==> src/rtl/hdmi_pattern_check.sv <==
// HDMI TX test-pattern checker: captures each frame's flat colour, tracks
// the generator's red sequence, and reports lock/frame/error status.
//
// Ports:
//   HDMI_TX_CLK  pixel clock; VS/DE/D are synchronous to it
//   reset_n      asynchronous active-low reset
//   HDMI_TX_VS   vertical sync; a falling edge closes a frame
//   HDMI_TX_DE   data enable for active pixels
//   HDMI_TX_D    pixel {R,G,B}
//   locked       sequence tracked
//   frame_done   1-cycle pulse after each evaluated frame
//   frame_ok     result of the last evaluated frame
//   pix_err      1-cycle pulse when a DE pixel differs from the frame's first
//   cur_red      red value of the last evaluated frame
//   frame_count  evaluated frames, saturating
//   err_count    bad frames while locked, saturating
module hdmi_pattern_check #(
    parameter int LOCK_FRAMES = 4,
    parameter int LOSS_FRAMES = 2,
    parameter int CNT_W       = 16
) (
    input  logic             HDMI_TX_CLK,
    input  logic             reset_n,
    input  logic             HDMI_TX_VS,
    input  logic             HDMI_TX_DE,
    input  logic [23:0]      HDMI_TX_D,
    output logic             locked,
    output logic             frame_done,
    output logic             frame_ok,
    output logic             pix_err,
    output logic [7:0]       cur_red,
    output logic [CNT_W-1:0] frame_count,
    output logic [CNT_W-1:0] err_count
);

    typedef enum logic [1:0] {
        SEEK    = 2'd0,
        ACQUIRE = 2'd1,
        LOCKED  = 2'd2
    } state_t;

    localparam int GW = $clog2(LOCK_FRAMES + 1);
    localparam int BW = $clog2(LOSS_FRAMES + 1);

    localparam logic [GW-1:0]    G_ONE   = GW'(1);
    localparam logic [GW-1:0]    G_LOCK  = GW'(LOCK_FRAMES);
    localparam logic [BW-1:0]    B_ONE   = BW'(1);
    localparam logic [BW-1:0]    B_LOSS  = BW'(LOSS_FRAMES);
    localparam logic [CNT_W-1:0] CNT_ONE = CNT_W'(1);

    // Red sequence step; 254 is shown twice, tracked by the rep flag.
    // Result is {rep_next, red_next}.
    function automatic logic [8:0] nxt(input logic [7:0] r,
                                       input logic       rp);
        logic [8:0] res;
        if (r == 8'd254)
            res = rp ? {1'b0, 8'd0} : {1'b1, 8'd254};
        else
            res = {1'b0, r + 8'd1};
        return res;
    endfunction

    // Per-frame capture state
    logic        vs_d;
    logic        fall;
    logic        seen_de;
    logic        mismatch;
    logic [23:0] cap_rgb;

    // Sequence tracking state
    state_t         state, state_n;
    logic [7:0]     exp_red, exp_n;
    logic           rep, rep_n;
    logic [GW-1:0]  good_cnt, good_n;
    logic [BW-1:0]  bad_cnt, bad_n;
    logic           locked_n;
    logic           done_n;
    logic           ok_n;
    logic [7:0]     red_n;
    logic [CNT_W-1:0] fcnt_n;
    logic [CNT_W-1:0] ecnt_n;

    logic [7:0] cap_r, cap_g, cap_b, r_m1;
    logic       uniform, consist, seq_ok, good;

    assign fall = vs_d & ~HDMI_TX_VS;

    // A DE pixel on the fall cycle opens the new frame; the closing
    // frame is evaluated from the flags as they stood before this edge.
    always_ff @(posedge HDMI_TX_CLK or negedge reset_n) begin
        if (!reset_n) begin
            vs_d     <= 1'b0;
            seen_de  <= 1'b0;
            mismatch <= 1'b0;
            cap_rgb  <= '0;
            pix_err  <= 1'b0;
        end else begin
            vs_d    <= HDMI_TX_VS;
            pix_err <= 1'b0;
            if (fall) begin
                seen_de  <= HDMI_TX_DE;
                mismatch <= 1'b0;
                cap_rgb  <= HDMI_TX_DE ? HDMI_TX_D : 24'd0;
            end else if (HDMI_TX_DE) begin
                if (!seen_de) begin
                    seen_de <= 1'b1;
                    cap_rgb <= HDMI_TX_D;
                end else if (HDMI_TX_D != cap_rgb) begin
                    mismatch <= 1'b1;
                    pix_err  <= 1'b1;
                end
            end
        end
    end

    assign cap_r   = cap_rgb[23:16];
    assign cap_g   = cap_rgb[15:8];
    assign cap_b   = cap_rgb[7:0];
    assign r_m1    = cap_r - 8'd1;
    assign uniform = seen_de & ~mismatch;
    assign consist = (cap_g == r_m1) & (cap_b == r_m1);
    assign seq_ok  = (cap_r == exp_red);
    assign good    = uniform & consist & seq_ok;

    always_ff @(posedge HDMI_TX_CLK or negedge reset_n) begin
        if (!reset_n) begin
            state       <= SEEK;
            exp_red     <= 8'd0;
            rep         <= 1'b0;
            good_cnt    <= '0;
            bad_cnt     <= '0;
            locked      <= 1'b0;
            frame_done  <= 1'b0;
            frame_ok    <= 1'b0;
            cur_red     <= 8'd0;
            frame_count <= '0;
            err_count   <= '0;
        end else begin
            state       <= state_n;
            exp_red     <= exp_n;
            rep         <= rep_n;
            good_cnt    <= good_n;
            bad_cnt     <= bad_n;
            locked      <= locked_n;
            frame_done  <= done_n;
            frame_ok    <= ok_n;
            cur_red     <= red_n;
            frame_count <= fcnt_n;
            err_count   <= ecnt_n;
        end
    end

    always_comb begin
        state_n  = state;
        exp_n    = exp_red;
        rep_n    = rep;
        good_n   = good_cnt;
        bad_n    = bad_cnt;
        locked_n = locked;
        done_n   = 1'b0;
        ok_n     = frame_ok;
        red_n    = cur_red;
        fcnt_n   = frame_count;
        ecnt_n   = err_count;

        if (fall) begin
            unique case (state)
                SEEK: begin
                    // Partial frame since reset: just sync up.
                    state_n = ACQUIRE;
                end
                ACQUIRE: begin
                    done_n = 1'b1;
                    red_n  = cap_r;
                    fcnt_n = (&frame_count) ? frame_count
                                            : frame_count + CNT_ONE;
                    // 254 is ambiguous (first or repeat), so never seed on it.
                    if (uniform && consist && cap_r != 8'd254) begin
                        ok_n = (good_cnt == '0) || seq_ok;
                        if (good_cnt != '0 && seq_ok)
                            good_n = good_cnt + G_ONE;
                        else
                            good_n = G_ONE;
                        {rep_n, exp_n} = nxt(cap_r, 1'b0);
                        if (good_n == G_LOCK) begin
                            state_n  = LOCKED;
                            locked_n = 1'b1;
                            bad_n    = '0;
                        end
                    end else begin
                        ok_n   = 1'b0;
                        good_n = '0;
                    end
                end
                LOCKED: begin
                    done_n = 1'b1;
                    red_n  = cap_r;
                    fcnt_n = (&frame_count) ? frame_count
                                            : frame_count + CNT_ONE;
                    // Expected red advances regardless so one bad frame
                    // does not desynchronise the tracker.
                    {rep_n, exp_n} = nxt(exp_red, rep);
                    if (good) begin
                        ok_n  = 1'b1;
                        bad_n = '0;
                    end else begin
                        ok_n   = 1'b0;
                        ecnt_n = (&err_count) ? err_count
                                              : err_count + CNT_ONE;
                        bad_n  = bad_cnt + B_ONE;
                        if (bad_n == B_LOSS) begin
                            state_n  = ACQUIRE;
                            locked_n = 1'b0;
                            good_n   = '0;
                            bad_n    = '0;
                        end
                    end
                end
                default: begin
                    state_n = SEEK;
                end
            endcase
        end
    end

endmodule

==> config.mk <==
export PLATFORM = sky130hd
export DESIGN_NAME = hdmi_pattern_check
export DESIGN_NICKNAME = d
export VERILOG_FILES = /design/src/rtl/hdmi_pattern_check.sv
export SDC_FILE = /design/constraint.sdc
export NUM_CORES = 1
export LEC_CHECK = 0
export CAP_MARGIN = 0
export CELL_PAD_IN_SITES_DETAIL_PLACEMENT = 1
export CELL_PAD_IN_SITES_GLOBAL_PLACEMENT = 1
export CORE_MARGIN = 1.5
export CORE_UTILIZATION = 46
export CTS_CLUSTER_SIZE = 12
export DETAILED_ROUTE_END_ITERATION = 8
export PLACE_DENSITY = 0.91
export SLEW_MARGIN = 20
export SYNTH_ARGS = -nofsm -noshare
export SYNTH_HDL_FRONTEND = slang
export SYNTH_SLANG_ARGS = --single-unit
==> constraint.sdc <==
create_clock -name HDMI_TX_CLK -period 6.55 [get_ports HDMI_TX_CLK]
set_input_delay 1.31 -clock HDMI_TX_CLK [delete_from_list [all_inputs] [get_ports HDMI_TX_CLK]]
set_output_delay 1.31 -clock HDMI_TX_CLK [all_outputs]
set_load 0.005 [all_outputs]
==> results of run 1 <==
cell type report:
cell class	count	area, µm²
clock buffers	11	141.4
clock inverters	5	33.78
fillers	1195	4753
inverters	16	60.06
multi-input cells	357	2674
flip-flops and latches	87	2177
well taps	140	175.2
repair buffers	74	730.7
critical path: stages:
cell             delay [ns]
clkdlybuf4s50_1        0.45
nor2b_1                0.56
nand2_1                0.53
a31oi_1                0.59
and4_1                 0.32
nor2b_1                0.35
nand4_1                0.17
xnor2_1                0.15
worst max-delay path by stage:
stage                      from               to  slack, ns  cells past startpoint
floorplan           cap_rgb[16]       exp_red[0]       3.44                     10
global placement     HDMI_TX_VS  frame_count[15]       2.14                      8
detailed placement   HDMI_TX_VS  frame_count[15]       1.96                      8
CTS                  HDMI_TX_VS  frame_count[15]       2.36                      8
global route         HDMI_TX_VS  frame_count[15]       1.98                      8
finish               HDMI_TX_VS  frame_count[15]       2.38                      8
layer usage:
metal	share of wire	up-vias	GRT usage
met2	0.49	109	0.4217
met1	0.44	2098	0.3211
met4	0.023	0	0.09211
met5	0	-	0
met3	0.047	21	0.04419
li1	-	1878	-
sequential cells by signal, summed over array words and instances (netlist names):
register	cells
bad_cnt	2
cap_rgb	24
cur_red	8
err_count	16
exp_red	8
frame_count	16
frame_done	1
frame_ok	1
good_cnt	3
locked	1
mismatch	1
pix_err	1
rep	1
seen_de	1
state	2
vs_d	1
cell usage in the layout (no fill, tap or decap), drive strengths merged, types with 3 or more instances in the layout:
master / count
a21o: 3
clkbuf: 11
nor2b: 3
ha: 12
nand3: 18
inv: 16
o211ai: 6
buf: 4
mux2: 15
clkdlybuf4s50: 70
or3: 5
a21oi: 10
nor4b: 4
and2: 5
nor3b: 3
o22ai: 4
and3: 6
and4: 6
nor2: 16
a22o: 24
a2111oi: 5
nor3: 6
xnor2: 51
or2: 3
or4: 3
nand4: 23
dfrtp: 87
o21ai: 12
clkinv: 3
nand2b: 9
mux2i: 8
nor4: 11
nand2: 38
xor2: 20
through the flow:
stage          instances  cell area, µm²  utilization  setup WS, ns  power (mW)
2_1_floorplan        483            5034            -         3.443      0.8194
3_3_place_gp         674            5817       0.5413         2.138      0.9395
3_5_place_dp         674            5817       0.5413         1.961      0.9566
4_1_cts              690            5992       0.5576         2.359       1.307
5_1_grt              690            5992       0.5576         1.982       1.359
6_report             690            5992       0.5576         2.379       1.296
kinds of logic after synthesis:
| group | synth area share |
|---|---|
| xor+xnor | 0.1250 |
| simple gates | 0.1820 |
| flops | 0.4325 |
| compound gates | 0.1412 |
| fa+ha+maj | 0.02983 |
| mux | 0.05319 |
| buf+inv | 0.03629 |
report_power, final:
part | internal [mW] | switching, mW | leakage (nW)
sequential | 0.585 | 0.0835 | 1.13
combinational | 0.162 | 0.120 | 1.34
clock | 0.148 | 0.199 | 0.0853
total | 0.894 | 0.402 | 2.56
==> impl_metrics.csv, run 1 <==
group,metric,value,unit
placed_design,dp_hpwl,9693,µm
clock_tree,htreeDepth,3,
clock_tree,numCtsBuffers,9,
floorplanning,chipWidth,107.6,µm
setup_path,r2r-end,"good_cnt[1]",
sta,fin_crit,4.171,ns
yosys,syn_inst,483,
routing,wirelength,13480,µm
worst_hold_path,hold-path-endpoint,"frame_ok",
clock_tree,clkTransAtPathRegs,0.09,ns
global_route,grt_first_pass_wirelength,22480,µm
yosys,synth.avg_cell_area,10.42,µm²
yosys,syn_area,0.005034,mm²
global_route,antenna_found_initial,0,
sta,clock-skew-final,0.007841,ns
clock_tree,clock_latency,0.37,ns
floorplanning,initial_core_util,0.4684,
clock_tree,cts_root_buf,"clkbuf_8",
sta,final-hold-violation-count,0,
clock_tree,cts_tree,"built",
routing,ant_nets,0,
sta,worstMarginPinSlew,1.023,ns
placed_design,io_buffers,71,
setup_path,end_kind,"register",
sta,maxSlewViolCount,0,
finish,drive_gt1_frac,0.08909,
clock_tree,cts_hold_buf,0,
run,maxCapViolCount,0,
power,max-vdd-ir-drop,165.4,µV
finish,area_growth,19.04,%
yosys,synth_seq_area_share,0.4325,
setup_path,cp.required,6.81,ns
clock_tree,cts_resized,0,
worst_hold_path,hold_depth,2,
yosys,yosysWarnings,0,
floorplanning,coreArea,0.01075,mm²
routing,initialDrtViolationCount,230,
clock_tree,cts_setup_buffers,0,
yosys,synth_common_cells,"dfrtp_1, xnor2_1, nand2_1",
sta,fmax,0.2398,GHz
yosys,netlist-cell-type-count,66,
yosys,synth.area.top_cells,"dfrtp_1, xnor2_1, a22o_1",
setup_path,worstPathArrival,4.43,ns
finish,nets,585,
floorplanning,die_h,107.6,µm
yosys,synthFlopType,"dfrtp_1",
setup_path,reg2reg_depth,9,
finish,diodes,0,
global_route,gr-total-overflow,0,
clock_tree,clockBufferDepth,2,
yosys,yosys_register_bits,87,
worst_hold_path,min-delay-start,"frame_ok",
setup_path,worst-path-max-fanout,14,
sta,finalCritPeriodShare,0.6367,
status,run_status,"finished, final reports clean",
global_route,grtUsageTotal,0.2499,
power,p_leak,2.555,nW
yosys,synth_most_common_cell,"dfrtp_1",
routing,wl_per_cell,19.53,µm
setup_path,r2r-start,"cap_rgb[16]",
floorplanning,rows,38,
setup_path,critPathKind,"in2reg",
yosys,synth_top_area_frac,0.4325,
routing,viasPerCell,5.951,
global_route,grt_max_degree,63,
clock_tree,clock-sinks,87,
sta,hold_ws,0.4920,ns
sta,setup_violations,0,
sta,rsz0062_at_grt,"no",
yosys,synthArstFlopShare,1.000,
setup_path,rrSetupSlack,2.51,ns
yosys,synth_nets,523,
routing,drt-pass1-iter-count,4,
placed_design,gp_congestion,0.9187,
setup_path,start_kind,"input port",
sta,slew_headroom,0.3125,
routing,drc_errors,0,
power,powerDensity,216.3,mW/mm²
floorplanning,ioPinCount,72,
yosys,yosys.area.top_type,"dfrtp_1",
floorplanning,die_area,0.01158,mm²
global_route,grt_pass1_vias,4386,
sta,fin_tns_setup,0,ns
yosys,synth-edff-count,0,
worst_hold_path,hold_class,"reg2reg",
routing,via_count,4106,
(Power assumes the default switching activity.)
==> inputs of run 2 (changes only) <==
--- a/config.mk
+++ b/config.mk
@@ -9,10 +9,10 @@
 export CELL_PAD_IN_SITES_DETAIL_PLACEMENT = 1
 export CELL_PAD_IN_SITES_GLOBAL_PLACEMENT = 1
 export CORE_MARGIN = 1.5
-export CORE_UTILIZATION = 46
+export CORE_UTILIZATION = 39
 export CTS_CLUSTER_SIZE = 12
 export DETAILED_ROUTE_END_ITERATION = 8
-export PLACE_DENSITY = 0.91
+export PLACE_DENSITY = 0.83
 export SLEW_MARGIN = 20
 export SYNTH_ARGS = -nofsm -noshare
 export SYNTH_HDL_FRONTEND = slang
==> constraint.sdc (replaced) <==
create_clock -name HDMI_TX_CLK -period 3.7 [get_ports HDMI_TX_CLK]
set_input_delay 0.74 -clock HDMI_TX_CLK [delete_from_list [all_inputs] [get_ports HDMI_TX_CLK]]
set_output_delay 0.74 -clock HDMI_TX_CLK [all_outputs]
set_load 0.005 [all_outputs]
==> impl_metrics.csv, run 2 (synthesis results as in run 1) <==
group,metric,value,unit
power,powerDensity,418.8,mW/mm²
floorplanning,initial_core_util,0.3989,
setup_path,r2r-start,"cap_rgb[16]",
routing,wirelength,13700,µm
setup_path,critPathKind,"reg2reg",
setup_path,rrSetupSlack,0.40,ns
clock_tree,htreeDepth,3,
setup_path,reg2reg_depth,10,
finish,drive_gt1_frac,0.1085,
global_route,grtUsageTotal,0.2194,
status,run_status,"finished, final reports clean",
finish,largest_register_ff_count,24,
routing,drt-pass1-iter-count,4,
sta,clock-skew-final,0.006545,ns
routing,wl_per_cell,18.66,µm
global_route,grt_pass1_vias,4368,
global_route,gr-total-overflow,0,
setup_path,cp.required,3.93,ns
routing,initialDrtViolationCount,138,
finish,layout_common_cells,"dfrtp_1, clkdlybuf4s50_1, xnor2_1, nand2_1, a22o_1",
global_route,grt_first_pass_wirelength,22720,µm
finish,multiInputGateArea,0.002674,mm²
setup_path,start_kind,"register",
finish,largest-register,"cap_rgb",
finish,diodes,0,
run,maxCapViolCount,0,
placed_design,gp_congestion,0.7935,
sta,fin_tns_setup,0,ns
floorplanning,ioPinCount,72,
clock_tree,clock-sinks,87,
worst_hold_path,hold-path-endpoint,"frame_ok",
clock_tree,clkTransAtPathRegs,0.06,ns
sta,final-hold-violation-count,0,
routing,via_count,4069,
clock_tree,clock_latency,0.35,ns
floorplanning,chipWidth,116.6,µm
sta,worstMarginPinSlew,1.006,ns
floorplanning,die_h,116.6,µm
global_route,grt_max_degree,75,
setup_path,worstPathArrival,3.53,ns
finish,area_growth,24.24,%
sta,setup_violations,0,
clock_tree,cts_root_buf,"clkbuf_16",
setup_path,end_kind,"register",
floorplanning,coreArea,0.01262,mm²
global_route,antenna_found_initial,0,
setup_path,r2r-end,"exp_red[7]",
clock_tree,cts_setup_buffers,0,
finish,mostFrequentLayoutCell,"dfrtp_1",
clock_tree,clockBufferDepth,2,
sta,fmax,0.3028,GHz
power,p_leak,2.680,nW
worst_hold_path,min-delay-start,"frame_ok",
finish,top_regs,"cap_rgb: 24 flops, err_count: 16 flops, frame_count: 16 flops",
clock_tree,numCtsBuffers,9,
power,max-vdd-ir-drop,295.6,µV
sta,slew_headroom,0.3268,
placed_design,dp_hpwl,10000,µm
clock_tree,cts_tree,"built",
worst_hold_path,hold_depth,2,
clock_tree,cts_hold_buf,0,
finish,nets,598,
finish,fill_cells,1426,
setup_path,worst-path-max-fanout,14,
worst_hold_path,hold_class,"reg2reg",
routing,drc_errors,0,
routing,ant_nets,0,
sta,finalCritPeriodShare,0.8926,
finish,ff_latch_area,0.002177,mm²
placed_design,io_buffers,71,
floorplanning,rows,41,
sta,fin_crit,3.303,ns
routing,viasPerCell,5.544,
finish,post-route-util,0.4955,
sta,maxSlewViolCount,0,
floorplanning,die_area,0.01360,mm²
clock_tree,cts_resized,0,
sta,rsz0062_at_grt,"no",
==> run 2: changes by cell type in the layout (fill, tap and decap cells not counted) <==
cell / before / now
clkbuf_8: 10 / 2
clkbuf_16: 0 / 9
clkinv_4: 1 / 0
bufinv_16: 0 / 1
clkinv_2: 2 / 1
buf_4: 4 / 17
clkinvlp_4: 2 / 1
==> run 2: cell type report <==
cell class              instances  share of cell area
repair buffers                 87              0.1325
clock buffers                  12             0.04102
inverters                      16            0.009604
multi-input cells             357              0.4276
flip-flops and latches         87              0.3481
clock inverters                 3            0.006803
well taps                     172             0.03441
==> run 2: routing by layer <==
metal  GRT usage  up-vias  wire (µm)
met1      0.2731     2085       6204
li1            -     1904          -
met4     0.07711        0        251
met3     0.04774       17        403
met5           0        -          0
met2      0.3776       63       6839
==> run 2: power breakdown <==
group          internal (mW)  switching (mW)  total [mW]
registers               1.04           0.116        1.15
logic                  0.300           0.240       0.540
clock network          0.555           0.370       0.926
==> run 2: through the flow <==
step	instances	cell area (µm²)	hold WS [ns]	setup WS, ns	power (mW)
floorplan	483	5034	0.4444	0.5932	1.451
global placement	719	5954	0.4615	0.5540	1.683
detailed placement	719	5954	0.4686	0.4433	1.710
CTS	734	6254	0.4816	0.3856	2.648
global route	734	6254	0.5270	0.1594	2.750
finish	734	6254	0.4757	0.3972	2.619
==> run 2: worst max-delay path: stages, from the launching register on <==
cell and delay (ns):
dfrtp_1 0.64, inv_1 0.15, ha_1 0.29, xnor2_1 0.33, mux2i_1 0.27, nand4_1 0.11, nor3_1 0.29, buf_4 0.22
nand4_4 0.17, a21oi_4 0.37, mux2_4 0.33
==> run 2: worst max path at each step <==
stage | depth (start not counted) | from | slack (ns) | end
after global placement | 9 | cap_rgb[17] | 0.55 | err_count[10]
after detailed placement | 8 | cap_rgb[17] | 0.44 | good_cnt[1]
after floorplan | 10 | cap_rgb[16] | 0.59 | exp_red[0]
after CTS | 10 | cap_rgb[16] | 0.39 | exp_red[7]
after global routing | 10 | cap_rgb[16] | 0.16 | state[0]
final | 10 | cap_rgb[16] | 0.40 | exp_red[7]
==> inputs of run 3 (changes only) <==
--- a/config.mk
+++ b/config.mk
@@ -9,11 +9,12 @@
 export CELL_PAD_IN_SITES_DETAIL_PLACEMENT = 1
 export CELL_PAD_IN_SITES_GLOBAL_PLACEMENT = 1
 export CORE_MARGIN = 1.5
-export CORE_UTILIZATION = 39
+export CORE_UTILIZATION = 45
 export CTS_CLUSTER_SIZE = 12
 export DETAILED_ROUTE_END_ITERATION = 8
-export PLACE_DENSITY = 0.83
-export SLEW_MARGIN = 20
+export DONT_BUFFER_PORTS = 1
+export PLACE_DENSITY = 0.82
+export SLEW_MARGIN = 0
 export SYNTH_ARGS = -nofsm -noshare
 export SYNTH_HDL_FRONTEND = slang
 export SYNTH_SLANG_ARGS = --single-unit
==> impl_metrics.csv, run 3 (synthesis results as in run 1) <==
group,metric,value,unit
routing,wirelength,12790,µm
power,powerDensity,426.6,mW/mm²
sta,slew_headroom,0.3425,
clock_tree,clkTransAtPathRegs,0.09,ns
global_route,grt_pass1_vias,4090,
floorplanning,rows,38,
sta,hold_ws,0.04270,ns
floorplanning,die_h,108.8,µm
global_route,grtUsageTotal,0.2369,
clock_tree,clock-sinks,87,
routing,viasPerCell,6.059,
sta,clock-skew-final,0.01022,ns
global_route,antenna_found_initial,0,
setup_path,r2r-end,"err_count[1]",
clock_tree,cts_setup_buffers,0,
clock_tree,clockBufferDepth,2,
finish,largest-register,"cap_rgb",
floorplanning,initial_core_util,0.4623,
power,max-vdd-ir-drop,251.1,µV
routing,drt-pass1-iter-count,4,
placed_design,io_buffers,0,
clock_tree,cts_tree,"built",
clock_tree,cts_resized,0,
floorplanning,ioPinCount,72,
floorplanning,coreArea,0.01089,mm²
setup_path,critPathKind,"reg2reg",
setup_path,end_kind,"register",
worst_hold_path,hold_class,"in2async",
routing,initialDrtViolationCount,192,
clock_tree,cts_hold_buf,0,
setup_path,worst-path-max-fanout,18,
finish,drive_gt1_frac,0.1093,
sta,finalCritPeriodShare,0.8966,
floorplanning,chipWidth,108.8,µm
sta,rsz0062_at_grt,"no",
finish,diodes,0,
finish,mostFrequentLayoutCell,"dfrtp_1",
sta,fmax,0.3014,GHz
setup_path,cp.required,3.97,ns
clock_tree,htreeDepth,3,
clock_tree,numCtsBuffers,9,
sta,setup_violations,0,
floorplanning,die_area,0.01183,mm²
sta,maxSlewViolCount,0,
routing,via_count,3787,
sta,fin_crit,3.318,ns
setup_path,rrSetupSlack,0.38,ns
setup_path,worstPathArrival,3.59,ns
global_route,grt_first_pass_wirelength,21220,µm
setup_path,r2r-start,"cap_rgb[16]",
sta,setup_ws,0.3825,ns
run,maxCapViolCount,0,
setup_path,reg2reg_depth,11,
placed_design,pre_cts_ws,0.4259,ns
routing,wl_per_cell,20.47,µm
placed_design,dp_hpwl,9304,µm
routing,ant_nets,0,
status,run_status,"finished, final reports clean",
clock_tree,cts_root_buf,"clkbuf_8",
finish,largest_register_ff_count,24,
power,p_leak,2.347,nW
finish,nets,521,
placed_design,gp_congestion,0.8638,
finish,area_growth,6.761,%
sta,worstMarginPinSlew,0.9826,ns
sta,fin_tns_setup,0,ns
finish,top_regs,"cap_rgb: 24 flops, err_count: 16 flops, frame_count: 16 flops",
global_route,gr-total-overflow,0,
setup_path,start_kind,"register",
clock_tree,clock_latency,0.38,ns
sta,final-hold-violation-count,0,
global_route,grt_max_degree,88,
routing,drc_errors,0,
finish,layout_common_cells,"dfrtp_1, xnor2_1, nand2_1, a22o_1, nand4_1",
finish,post-route-util,0.4936,
[run 3: where the power goes]
part / switching, mW / internal, mW
clock: 0.351 / 0.396
sequential: 0.149 / 1.04
combinational: 0.170 / 0.192
[run 3: worst max path at each step]
stage	from	to	slack, ns	cells past startpoint
3_3_place_gp	cap_rgb[17]	good_cnt[1]	0.53	9
4_1_cts	cap_rgb[16]	err_count[1]	0.38	11
6_report	cap_rgb[16]	err_count[1]	0.38	11
5_1_grt	cap_rgb[16]	err_count[1]	0.19	11
2_1_floorplan	cap_rgb[16]	exp_red[0]	0.59	10
3_5_place_dp	cap_rgb[16]	err_count[10]	0.43	11
[run 3: metrics by stage]
stage | power, mW | instances | cell area, µm²
after global placement | 1.527 | 610 | 5161
after CTS | 2.306 | 625 | 5374
after floorplan | 1.451 | 483 | 5034
after detailed placement | 1.560 | 610 | 5161
after global routing | 2.394 | 625 | 5374
final | 2.292 | 625 | 5374
[run 3: final cells by class]
| class | instances | area (µm²) |
|---|---|---|
| inverters | 16 | 60.06 |
| fillers | 1203 | 5514 |
| flip-flops and latches | 87 | 2177 |
| well taps | 140 | 175.2 |
| clock inverters | 3 | 67.56 |
| clock buffers | 12 | 145.1 |
| repair buffers | 10 | 75.07 |
| multi-input cells | 357 | 2674 |
[run 3: worst max-delay path, cell delays in order, from the launching register on]
cell and delay [ns]:
dfrtp_1 0.57, inv_1 0.20, ha_1 0.27, nor3b_1 0.34
xnor2_1 0.18, mux2i_1 0.26, nor3_1 0.08, buf_4 0.17
a31o_1 0.21, buf_4 0.19, nor3_1 0.35, mux2_2 0.38
[run 3: layer usage]
metal,up-vias,wire length (µm),track usage,share of wire
met3,22,756,0.06993,0.059
li1,1747,-,-,-
met1,1922,5459,0.2857,0.43
met4,0,304,0.09586,0.024
met2,96,6271,0.3967,0.49
met5,-,0,0,0
==> patch 1 (config.mk and constraints of run 2) <==
Set the parameter `CNT_W` to 12 (it was 16).
--- a/src/rtl/hdmi_pattern_check.sv
+++ b/src/rtl/hdmi_pattern_check.sv
@@ -17,7 +17,7 @@
 module hdmi_pattern_check #(
     parameter int LOCK_FRAMES = 4,
     parameter int LOSS_FRAMES = 2,
-    parameter int CNT_W       = 16
+    parameter int CNT_W       = 12
 ) (
     input  logic             HDMI_TX_CLK,
     input  logic             reset_n,
Interface: changed (resized err_count and frame_count); port bits go from 72 to 64. No check against the original RTL was run, so the function may have changed too.
==> patch 1 against run 2 <==
- worst setup slack better by 0.28 ns
- wire length down 12%
- core utilization down 1.1 points
- largest power group unchanged
- maximum frequency up 9.3%
- area after synthesis down 10%
- sequential cell count down 8
- via count down 9.5%
- design area down 12%
- clock skew about the same
- count of clock-buffer cells in the layout unchanged
- sequential power down 5%
- total power down 7.8%
==> patch 1: results (changes against run 2) <==
dpl hpwl: 8650 µm (was 10000 µm)
DP Area: 0.00523 mm² (was 0.00595 mm²)
Seq/Total Area, Yosys: 43.8% (was 43.3%)
first-pass GRT wire length: 20700 µm (was 22700 µm)
Post-synth ARST share: 100% (unchanged)
fin nets: 538 (was 598)
Via Count: 3681 (was 4069)
Pwr Total: 2.41 mW (was 2.62 mW)
cells after synthesis: 443 (was 483)
Sw Ratio: 29.0% (was 27.7%)
met2 Use GR: 36.2% (was 37.8%)
Peak VDD IR: 0.217 mV (was 0.296 mV)
fraction of layout cells with a size suffix above 1: 8.17% (was 10.9%)
placed cell count: 629 (was 719)
GRT Util Overall: 21.0% (was 21.9%)
power density cells: 438 mW/mm² (was 419 mW/mm²)
reg2reg setup slack: 0.68 ns (was 0.40 ns)
RePlAce Congestion: 0.794 (about the same)
leakage power: 2.33 nW (was 2.68 nW)
hold slack final: 0.438 ns (was 0.476 ns)
Layout fillers: 1263 (was 1426)
met3 WL post-DR: 277 µm (was 403 µm)
Logic pwr share: 19.9% (was 20.6%)
vias in the first global route: 3969 (was 4368)
CP max FO: 16 (was 14)
syn nets: 484 (was 523)
clk_skew: 0.00685 ns (was 0.00654 ns)
CP Capture Point: err_count[1] (was exp_red[7])
metal2 WL: 6290 µm (was 6840 µm)
final period utilization: 81.6% (was 89.3%)
run status: complete, no violations (unchanged)
worst reg2reg path depth: 9 (was 10)
M3 GR Usage: 3.62% (was 4.77%)
WL met1: 5270 µm (was 6200 µm)
Clock Power Share: 34.7% (was 35.3%)
largest net degree at the start of global routing: 80 (was 75)
Worst Tran Pin Value: 0.912 ns (was 1.01 ns)
Cell variety after synth: 62 (was 66)
port buffer count: 63 (was 71)
1st-iter DRT viols: 155 (was 138)
==> patch 1: worst max-delay path, delay by kind of cell (launching register included) <==
| family | cells | cell delay (ns) |
|---|---|---|
| DFF | 1 | 0.63 |
| buffers and inverters | 1 | 0.18 |
| adders and majority gates | 1 | 0.28 |
| and+or+nand+nor | 3 | 0.84 |
| muxes | 2 | 0.59 |
| AOI/OAI and AO/OA | 1 | 0.17 |
| xor gates and xnor gates | 1 | 0.21 |
==> patch 1: cells by family after synthesis <==
group / after synthesis / share of synthesized area, %
xor gates and xnor gates: 63 / 12.2
and+or+nand+nor: 151 / 18.6
muxes: 15 / 3.57
AOI/OAI and AO/OA: 86 / 14.6
DFF: 79 / 43.8
adders and majority gates: 13 / 3.60
buffers and inverters: 36 / 3.63
==> patch 1: layout make-up <==
type                       instances  share of cell area [%]
clock inverter                     4                   0.363
sequential                        79                    35.9
multi-input combinational        328                    43.1
tap                              143                    3.25
clock buffer                      12                    4.65
timing repair buffer              66                    11.9
inverter                          13                   0.885
==> patch 2 (config.mk and constraints of run 2) <==
Made on the original files. Put one more register stage on the output `frame_count`, with the module's reset. The value now appears one clock later. The other outputs are not delayed to match.
--- a/src/rtl/hdmi_pattern_check.sv
+++ b/src/rtl/hdmi_pattern_check.sv
@@ -48,6 +48,8 @@
     localparam logic [BW-1:0]    B_LOSS  = BW'(LOSS_FRAMES);
     localparam logic [CNT_W-1:0] CNT_ONE = CNT_W'(1);
 
+    logic [CNT_W-1:0] frame_count_s0;
+
     // Red sequence step; 254 is shown twice, tracked by the rep flag.
     // Result is {rep_next, red_next}.
     function automatic logic [8:0] nxt(input logic [7:0] r,
@@ -133,7 +135,7 @@
             frame_done  <= 1'b0;
             frame_ok    <= 1'b0;
             cur_red     <= 8'd0;
-            frame_count <= '0;
+            frame_count_s0 <= '0;
             err_count   <= '0;
         end else begin
             state       <= state_n;
@@ -145,7 +147,7 @@
             frame_done  <= done_n;
             frame_ok    <= ok_n;
             cur_red     <= red_n;
-            frame_count <= fcnt_n;
+            frame_count_s0 <= fcnt_n;
             err_count   <= ecnt_n;
         end
     end
@@ -160,7 +162,7 @@
         done_n   = 1'b0;
         ok_n     = frame_ok;
         red_n    = cur_red;
-        fcnt_n   = frame_count;
+        fcnt_n   = frame_count_s0;
         ecnt_n   = err_count;
 
         if (fall) begin
@@ -172,8 +174,8 @@
                 ACQUIRE: begin
                     done_n = 1'b1;
                     red_n  = cap_r;
-                    fcnt_n = (&frame_count) ? frame_count
-                                            : frame_count + CNT_ONE;
+                    fcnt_n = (&frame_count_s0) ? frame_count_s0
+                                            : frame_count_s0 + CNT_ONE;
                     // 254 is ambiguous (first or repeat), so never seed on it.
                     if (uniform && consist && cap_r != 8'd254) begin
                         ok_n = (good_cnt == '0) || seq_ok;
@@ -195,8 +197,8 @@
                 LOCKED: begin
                     done_n = 1'b1;
                     red_n  = cap_r;
-                    fcnt_n = (&frame_count) ? frame_count
-                                            : frame_count + CNT_ONE;
+                    fcnt_n = (&frame_count_s0) ? frame_count_s0
+                                            : frame_count_s0 + CNT_ONE;
                     // Expected red advances regardless so one bad frame
                     // does not desynchronise the tracker.
                     {rep_n, exp_n} = nxt(exp_red, rep);
@@ -223,5 +225,13 @@
         end
     end
 
+    always_ff @(posedge HDMI_TX_CLK or negedge reset_n) begin
+        if (!reset_n) begin
+            frame_count <= '0;
+        end else begin
+            frame_count <= frame_count_s0;
+        end
+    end
+
 endmodule
 
Formal check against the unedited RTL: not equivalent (a bounded check fails within 10 cycles, from zero or initial values and one cycle with reset_n low).
==> patch 2 against run 2 <==
- total power is 15% higher
- worst setup slack improved by 0.041 ns
- hold slack got worse by 0.086 ns
- non-clock buffer count is 8 lower
- final cell count rose by 2.5%
- sequential cell count up 16
- design area rose by 3.1%
- area after synthesis is 4.5% higher
- wire length is 1.7% higher
- critical path type unchanged
- critical endpoint is now err_count[14]
- highest routed layer unchanged
==> patch 2: results (changes against run 2) <==
total wire length: 13900 µm (was 13700 µm)
Synth Warn #: 0 (unchanged)
port buffer count: 71 (unchanged)
GRT Util Overall: 20.7% (was 21.9%)
Largest Register: cap_rgb (unchanged)
first-pass GRT wire length: 23200 µm (was 22700 µm)
HP Class: reg -> reg (unchanged)
Post-synth top cells: dfrtp_1, nand2_1, xor2_1 (was dfrtp_1, xnor2_1, nand2_1)
Peak VDD IR: 0.221 mV (was 0.296 mV)
Seq/Total Area, Yosys: 49.0% (was 43.3%)
slowest cell on the critical path: dfrtp_1 (unchanged)
Layout fillers: 1450 (was 1426)
H-tree Lvls: 3 (unchanged)
fin nets: 611 (was 598)
crit path DAT: 3.49 ns (was 3.53 ns)
CP max FO: 14 (unchanged)
vias per std cell: 5.55 (was 5.54)
CTS root buf: clkbuf_16 (unchanged)
top post-synthesis cells by area: dfrtp_1, xor2_1, xnor2_1 (was dfrtp_1, xnor2_1, a22o_1)
Top FF cell, synth: dfrtp_1 (unchanged)
Clock Latency Late Sink: 0.35 ns (about the same)
leakage power: 2.84 nW (was 2.68 nW)
1st-iter DRT viols: 193 (was 138)
syn nets: 542 (was 523)
fraction of layout cells with a size suffix above 1: 7.47% (was 10.9%)
max FFs per register: 24 (unchanged)
vias in the first global route: 4454 (was 4368)
initial antenna violation count: 0 (unchanged)
largest net degree at the start of global routing: 62 (was 75)
Post-synth ARST share: 100% (unchanged)
RePlAce Congestion: 0.862 (was 0.794)
hold depth: 0 (was 2)
clk_skew: 0.0105 ns (was 0.00654 ns)
PostCTS Resize Cnt: 0 (unchanged)
dpl hpwl: 9760 µm (was 10000 µm)
run status: complete, no violations (unchanged)
cts bufs inserted: 9 (unchanged)
Rel. slew slack: 45.3% (was 32.7%)
first-pass iteration count of the detailed router: 4 (unchanged)
Cell variety after synth: 54 (was 66)
Reg clk slew, reported paths: 0.07 ns
==> patch 2: cell count changes after synthesis, sizes merged, moves of 5 or more <==
cell / before / now
a2111oi: 5 / 0
a21oi: 10 / 16
a22o: 24 / 29
dfrtp: 87 / 103
mux2: 15 / 9
nand3: 18 / 28
nand4: 23 / 14
nor2: 16 / 23
nor3: 6 / 15
o21ai: 12 / 18
xnor2: 51 / 34
xor2: 20 / 36
==> patch 2: layout make-up <==
cell class | instances | area [µm²] | area share [%]
Sequential cell | 103 | 2580 | 40.0
Multi-Input combinational cell | 363 | 2520 | 39.1
Timing Repair Buffer | 79 | 768 | 11.9
Clock buffer | 10 | 229 | 3.55
Tap cell | 176 | 220 | 3.42
Clock inverter | 6 | 77.6 | 1.20
Inverter | 15 | 56.3 | 0.873
==> patch 2: path summary, 6_finish.rpt <==
kind / to / from / slack, ns
max in group asynchronous: frame_count_s0[0] / reset_n / 2.40
hold reg to reg: frame_count[12] / frame_count_s0[12] / 0.39
setup / recovery: err_count[14] / cap_rgb[16] / 0.44
setup reg to reg: err_count[14] / cap_rgb[16] / 0.44
hold / removal: frame_count[12] / frame_count_s0[12] / 0.39
min in group asynchronous: cur_red[7] / reset_n / 0.48
==> patch 2: report_power, final <==
part	total [mW]	internal [mW]	switching (mW)
combinational	0.608	0.334	0.274
sequential	1.41	1.26	0.153
clock	0.997	0.538	0.459
total	3.01	2.13	0.887
==> patch 2: metrics by stage <==
stage,instances,instance area (µm²),setup WS [ns]
detailed placement,736,6140,0.597
CTS,752,6450,0.494
floorplan,502,5260,0.962
finish,752,6450,0.439
global route,752,6450,0.270
global placement,736,6140,0.708
==> patch 2: worst max-delay path: cells and delay by family, from the launching register on <==
kind                     cells  cell delay, ns
multiplexers                 1            0.18
flip-flops                   1            0.64
AND/OR/NAND/NOR              4            1.21
XOR/XNOR                     2            0.40
adder cells (fa/ha/maj)      1            0.29
buffers and inverters        2            0.40
==> patch 2: routing by layer <==
layer / wire [µm] / up-vias / track usage (%)
met5: 0 / - / 0
met3: 413 / 17 / 3.07
met1: 6130 / 2147 / 26.3
met4: 221 / 0 / 7.15
met2: 7160 / 72 / 35.9
li1: - / 1935 / -
==> patch 2: kinds of logic (layout without fill, tap and decap cells) <==
logic type                 after synthesis  in the layout  synth area share [%]
and+or+nand+nor                        176            176                  18.3
xor gates and xnor gates                70             70                  11.7
adders and majority gates               12             12                  2.85
AOI/OAI and AO/OA                       92             92                  12.3
buffers and inverters                   36            110                  3.14
muxes                                   13             13                  2.76
DFF                                    103            103                  49.0
